### config.mk
export PLATFORM = sky130hd
export DESIGN_NAME = aes_round_ctrl
export DESIGN_NICKNAME = d
export VERILOG_FILES = /design/src/rtl/aes_pkg.sv /design/src/rtl/addRoundKey128.sv /design/src/rtl/aes_round_ctrl.sv
export SDC_FILE = /design/constraint.sdc
export NUM_CORES = 1
export LEC_CHECK = 0
export BUFFER_PORTS_ARGS = -buffer_cell sky130_fd_sc_hd__buf_2
export CAP_MARGIN = 20
export CORE_AREA = 8 8 245 247
export DETAILED_ROUTE_END_ITERATION = 16
export DIE_AREA = 0 0 253 255
export PLACE_DENSITY = 0.57
export SYNTH_ARGS = -nofsm -noshare
export SYNTH_HDL_FRONTEND = slang
export SYNTH_HIERARCHICAL = 1
export SYNTH_SLANG_ARGS = --single-unit
### constraint.sdc
create_clock -name clk -period 2.7 [get_ports clk]
set_clock_uncertainty 0.05 [all_clocks]
set_input_delay 0.54 -clock clk [delete_from_list [all_inputs] [get_ports clk]]
set_output_delay 0.54 -clock clk [all_outputs]
set_load 0.01 [all_outputs]
### src/rtl/aes_pkg.sv
// Shared constants and FSM encoding for the AES round controller.
package aes_pkg;

    // AES-128 defaults: number of rounds and state/round-key width.
    localparam int unsigned NR = 10;
    localparam int unsigned W  = 128;

    typedef enum logic [1:0] {
        StIdle  = 2'd0,
        StKey0  = 2'd1,
        StRound = 2'd2,
        StDone  = 2'd3
    } state_e;

endpackage

### src/rtl/addRoundKey128.sv
// AddRoundKey step: bitwise XOR of a state word with a round key.
module addRoundKey128 #(
    parameter int unsigned W = 128
) (
    input  logic [W-1:0] word,
    input  logic [W-1:0] key,
    output logic [W-1:0] result
);

    assign result = word ^ key;

endmodule

### src/rtl/aes_round_ctrl.sv
// Sequences one AES encryption: initial key whitening, NR rounds through an
// external round datapath, and handshaking with an external key schedule.
module aes_round_ctrl #(
    parameter int unsigned NR = aes_pkg::NR,
    parameter int unsigned W  = aes_pkg::W
) (
    input  logic         clk,
    input  logic         rst_n,
    input  logic         start,
    input  logic [W-1:0] text_in,
    output logic         ready,
    output logic         rk_req,
    output logic [3:0]   rk_idx,
    input  logic         rk_valid,
    input  logic [W-1:0] rk_data,
    output logic [W-1:0] rnd_in,
    output logic         rnd_last,
    input  logic [W-1:0] rnd_out,
    output logic [W-1:0] text_out,
    output logic         done,
    input  logic         abort
);

    import aes_pkg::*;

    localparam logic [3:0] LastRound = 4'(NR);

    state_e       state_q, state_d;
    logic [3:0]   round_q, round_d;
    logic [W-1:0] data_q, data_d;
    logic [W-1:0] text_q, text_d;
    logic [W-1:0] ark_in, ark_out;

    // FSM state register
    always_ff @(posedge clk or negedge rst_n) begin
        if (!rst_n) begin
            state_q <= StIdle;
        end else begin
            state_q <= state_d;
        end
    end

    // Datapath registers: cipher state, round counter, ciphertext
    always_ff @(posedge clk or negedge rst_n) begin
        if (!rst_n) begin
            data_q  <= '0;
            round_q <= 4'd0;
            text_q  <= '0;
        end else begin
            data_q  <= data_d;
            round_q <= round_d;
            text_q  <= text_d;
        end
    end

    // Next-state logic; abort outranks a key arriving in the same cycle
    always_comb begin
        state_d = state_q;
        unique case (state_q)
            StIdle: begin
                if (start) begin
                    state_d = StKey0;
                end
            end
            StKey0: begin
                if (abort) begin
                    state_d = StIdle;
                end else if (rk_valid) begin
                    state_d = StRound;
                end
            end
            StRound: begin
                if (abort) begin
                    state_d = StIdle;
                end else if (rk_valid && (round_q == LastRound)) begin
                    state_d = StDone;
                end
            end
            StDone: begin
                state_d = StIdle;
            end
            default: begin
                state_d = StIdle;
            end
        endcase
    end

    // Datapath next values; registers only move when a key is consumed
    always_comb begin
        data_d  = data_q;
        round_d = round_q;
        text_d  = text_q;
        unique case (state_q)
            StIdle: begin
                if (start) begin
                    data_d  = text_in;
                    round_d = 4'd0;
                end
            end
            StKey0: begin
                if (!abort && rk_valid) begin
                    data_d  = ark_out;
                    round_d = 4'd1;
                end
            end
            StRound: begin
                if (!abort && rk_valid) begin
                    data_d = ark_out;
                    // Counter saturates at the last round; it never wraps
                    if (round_q == LastRound) begin
                        text_d = ark_out;
                    end else begin
                        round_d = round_q + 4'd1;
                    end
                end
            end
            default: begin
            end
        endcase
    end

    // Whitening XORs the raw state; later rounds XOR the round datapath result
    assign ark_in = (state_q == StKey0) ? data_q : rnd_out;

    addRoundKey128 #(
        .W(W)
    ) u_ark (
        .word   (ark_in),
        .key    (rk_data),
        .result (ark_out)
    );

    // Output decode from the current state
    always_comb begin
        ready    = (state_q == StIdle);
        rk_req   = (state_q == StKey0) || (state_q == StRound);
        rk_idx   = (state_q == StRound) ? round_q : 4'd0;
        rnd_last = (state_q == StRound) && (round_q == LastRound);
        done     = (state_q == StDone);
    end

    assign rnd_in   = data_q;
    assign text_out = text_q;

endmodule
==> out/summary.md <==
Outcome
- finished, final reports clean — result of the run

Global route
- 10 — antenna violations before repair
- 12340 — number of global-route vias before repair
- 74350 um — first-pass GRT wire length
- 0.1451 — GRT Util Overall
- 67 — pin count of the biggest net entering global routing
- 0 — Overflow after GRT

Timing
- 0 — final count of negative-setup-slack endpoints
- 559.5 ps — Least-Margin Pin Slew
- 264.1 ps — hold slack
- 0 — final number of max-transition violations
- 387.6 MHz — Max Freq
- 0.9556 — final worst path period share
- 0.6270 — Rel. slew slack
- 0 — hold violation count in the final report
- 2580 ps — Final Critical Period
- false — setup repair after global routing missed its margin
- 0 ps — post-route setup TNS

Synthesis
- 1.000 — Async SR Flop Fraction
- 0 — number of enable flip-flop cells after synthesis
- dfrtp_1 — Primary FF master, synth
- 1012 — number of instances in the synthesized netlist
- 14770 um2 — synthesized area
- 6 — number of warnings reported in the yosys synthesis log
- 262 — synthesis-stage register bit count
- 14.60 um2 — synthesized area per cell
- 39 — Cell variety after synth
- 0.4439 — portion of the post-synthesis area used by sequential elements
- 1407 — net count after synthesis

Worst setup path
- dfrtp_1 — Worst path slowest cell
- state_q[1] — Crit Reg-Reg Startpoint
- 4 — highest net fanout along the worst path
- 2110 ps — Worst Path Required
- flip-flop — type of element launching the critical path
- state_q[0] — launch point of the critical path
- reg -> out — Setup CP Type
- inv_1, ha_1, nand4b_1, inv_1, buf_2 — cell-by-cell trace of the critical path
- primary output — kind of end point of the critical path
- inv_1 — cell seen most often among critical-path stages
- 440 ps — delay contributed by the slowest stage of the critical path
- 1990 ps — CP Data Arrival Time

Routing
- 20.24 um — per-cell routed wire length
- 0 — remaining number of nets flagged by the antenna check after routing
- 0 — number of DRC violations after detailed routing
- 49950 um — Total Routed Length
- 4 — first drt pass iteration count
- 10780 — vias
- 257 — DRT iter0 DRCs
- 4.368 — vias per cell

Power
- 0.6348 mV — maximum resistive drop on vdd
- 0.01011 uW — Static Leak
- 23490 uW — Overall Power
- 1168 nW/um2 — Pwr per Cell Area

Layout
- 5629 — fill count
- 2083 — net count reported at finish
- 20120 um2 — post-route standard cell area excluding fillers
- 7676 um2 — multi-input gate area in the final layout
- 6556 um2 — Sequential cell area
- 0.7307 — ratio of cells with drive above 1 in the final layout
- 36.22% — Syn-to-layout area delta

Clock tree
- 570 ps — clock latency of the later-clocked register in the worst-skew pair
- 30 — number of clock buffers inserted by TritonCTS
- built — CTS tree
- 60 ps — clock-pin transition on the worst setup and hold timing paths
- 3 — Max Buffers Root-to-Sink
- 262 — clock sink total
- clkbuf_16 — CTS Root Buffer Type
- 0 — post-CTS setup repair buffer count
- 1 — number of levels in the clock H-tree

Floorplanning
- 0.2640 — initial core utilization
- 255 um — height of the die
- 64520 um2 — Die ar.
- 253 um — Horiz. Die Dim
- 653 — ports placed on the boundary
- 87 — Site Rows
- 55950 um2 — area of the core region

Placed design
- 39500 um — Post-DP HPWL
- 652 — number of buffers inserted by port buffering
- 19040 um2 — placed standard-cell area
- 0.8987 — routability congestion estimate from global placement

Run
- 0 — number of max-capacitance violations reported

Worst hold path
- in -> reg — min-delay worst type
- text_in[74] — Hold Startpoint

-- worst max-delay path: cells and delay by family (launching register included) --
family | cells | cell delay (ps)
buffers and inverters | 3 | 540
flip-flops | 1 | 440
AND/OR/NAND/NOR | 1 | 240
adder cells (fa/ha/maj) | 1 | 190
-- layout make-up --
cell class                 instances  share of cell area
multi-input combinational        685              0.3815
clock buffer                      38             0.04030
clock inverter                    14             0.01051
antenna                            4           0.0004975
sequential                       262              0.3259
tap                              756             0.04701
timing repair buffer             702              0.1930
inverter                           7            0.001306
-- cell usage after synthesis, types with 2 or more instances --
library cell,instances,area [um2]
a21oi_1,2,10.01
a22oi_1,2,15.01
and2_1,4,25.02
and2b_2,2,17.52
buf_12,11,220.2
buf_2,19,95.09
buf_4,5,37.54
buf_6,14,157.7
clkbuf_1,8,30.03
dfrtp_1,262,6556
ha_1,6,75.07
inv_1,7,26.28
mux2_1,21,236.5
mux2_2,392,4414
mux2_4,100,1501
nand2b_1,2,12.51
nand3_1,2,10.01
nand4b_1,3,26.28
nor2_1,3,11.26
xor2_1,128,1121
-- worst paths after layout --
kind | endpoint | slack (ps) | cells after the start
setup / recovery | rnd_last | 120 | 5
hold / removal | rnd_in[74] | 260 | 3
setup reg to reg | rnd_in[40] | 250 | 8
hold reg to reg | text_out[87] | 450 | 1
max in group asynchronous | rnd_in[87] | 1350 | 4
min in group asynchronous | text_out[6] | 460 | 2
-- layer usage --
metal	vias to the layer above	track usage	routed length, um
li1	4959	-	-
met1	5282	0.1588	18700
met2	447	0.2626	25190
met3	81	0.04904	4507
met4	12	0.04635	1469
met5	-	0	84
-- stage by stage --
step	instances	utilization	worst slack, ps
final	2468	0.3596	119.8
after global routing	2466	0.3595	12.09
after CTS	2464	0.3594	47.13
after detailed placement	2410	0.3403	273.8
after global placement	2410	0.3403	309.7
after floorplan	1012	-	358.8
-- kinds of logic (layout without fill, tap and decap cells) --
family,after synthesis,after routing,share of synthesized area
adders and majority gates,6,6,0.005082
xor gates and xnor gates,128,128,0.07590
other,0,4,0
muxes,514,514,0.4172
buffers and inverters,65,761,0.03863
AOI/OAI and AO/OA,14,14,0.008811
and+or+nand+nor,23,23,0.01050
DFF,262,262,0.4439
-- repair_timing --
item | CTS | global route
hold endpoints to repair | 51 | 0
hold buffers | 1 | 0
resized for setup | 1 | 0
setup endpoints to repair | 1 | 0
-- layout by cell type (no fill, tap or decap), types with 2 or more instances in the layout --
| cell type | Yosys | layout |
|---|---|---|
| ha_1 | 6 | 4 |
| ha_4 | 0 | 2 |
| a22oi_1 | 2 | 2 |
| nand2b_1 | 2 | 2 |
| diode_2 | 0 | 4 |
| xor2_1 | 128 | 128 |
| mux2_4 | 100 | 100 |
| bufinv_16 | 0 | 5 |
| a21oi_1 | 2 | 2 |
| inv_1 | 7 | 7 |
| mux2_2 | 392 | 392 |
| and2_1 | 4 | 4 |
| buf_2 | 19 | 651 |
| mux2_1 | 21 | 21 |
| buf_4 | 5 | 32 |
| nor2_1 | 3 | 2 |
| and2b_2 | 2 | 2 |
| clkbuf_1 | 8 | 5 |
| clkbuf_16 | 0 | 30 |
| nand4b_1 | 3 | 3 |
| clkbuf_8 | 0 | 3 |
| clkinvlp_4 | 0 | 2 |
| nand3_1 | 2 | 2 |
| dfrtp_1 | 262 | 262 |
| buf_12 | 11 | 15 |
| clkinv_2 | 0 | 6 |
-- registers in the layout, indices dropped and copies added (netlist names) --
name,flops
rnd_in,128
text_out,128
state_q,2
round_q,4
-- power by group --
group | leakage [uW] | switching [uW] | internal [uW]
Clock | 0.000499 | 1670 | 2580
Sequential | 0.00329 | 1000 | 5140
Combinational | 0.00632 | 5680 | 7420
(Power assumes the default switching activity.)
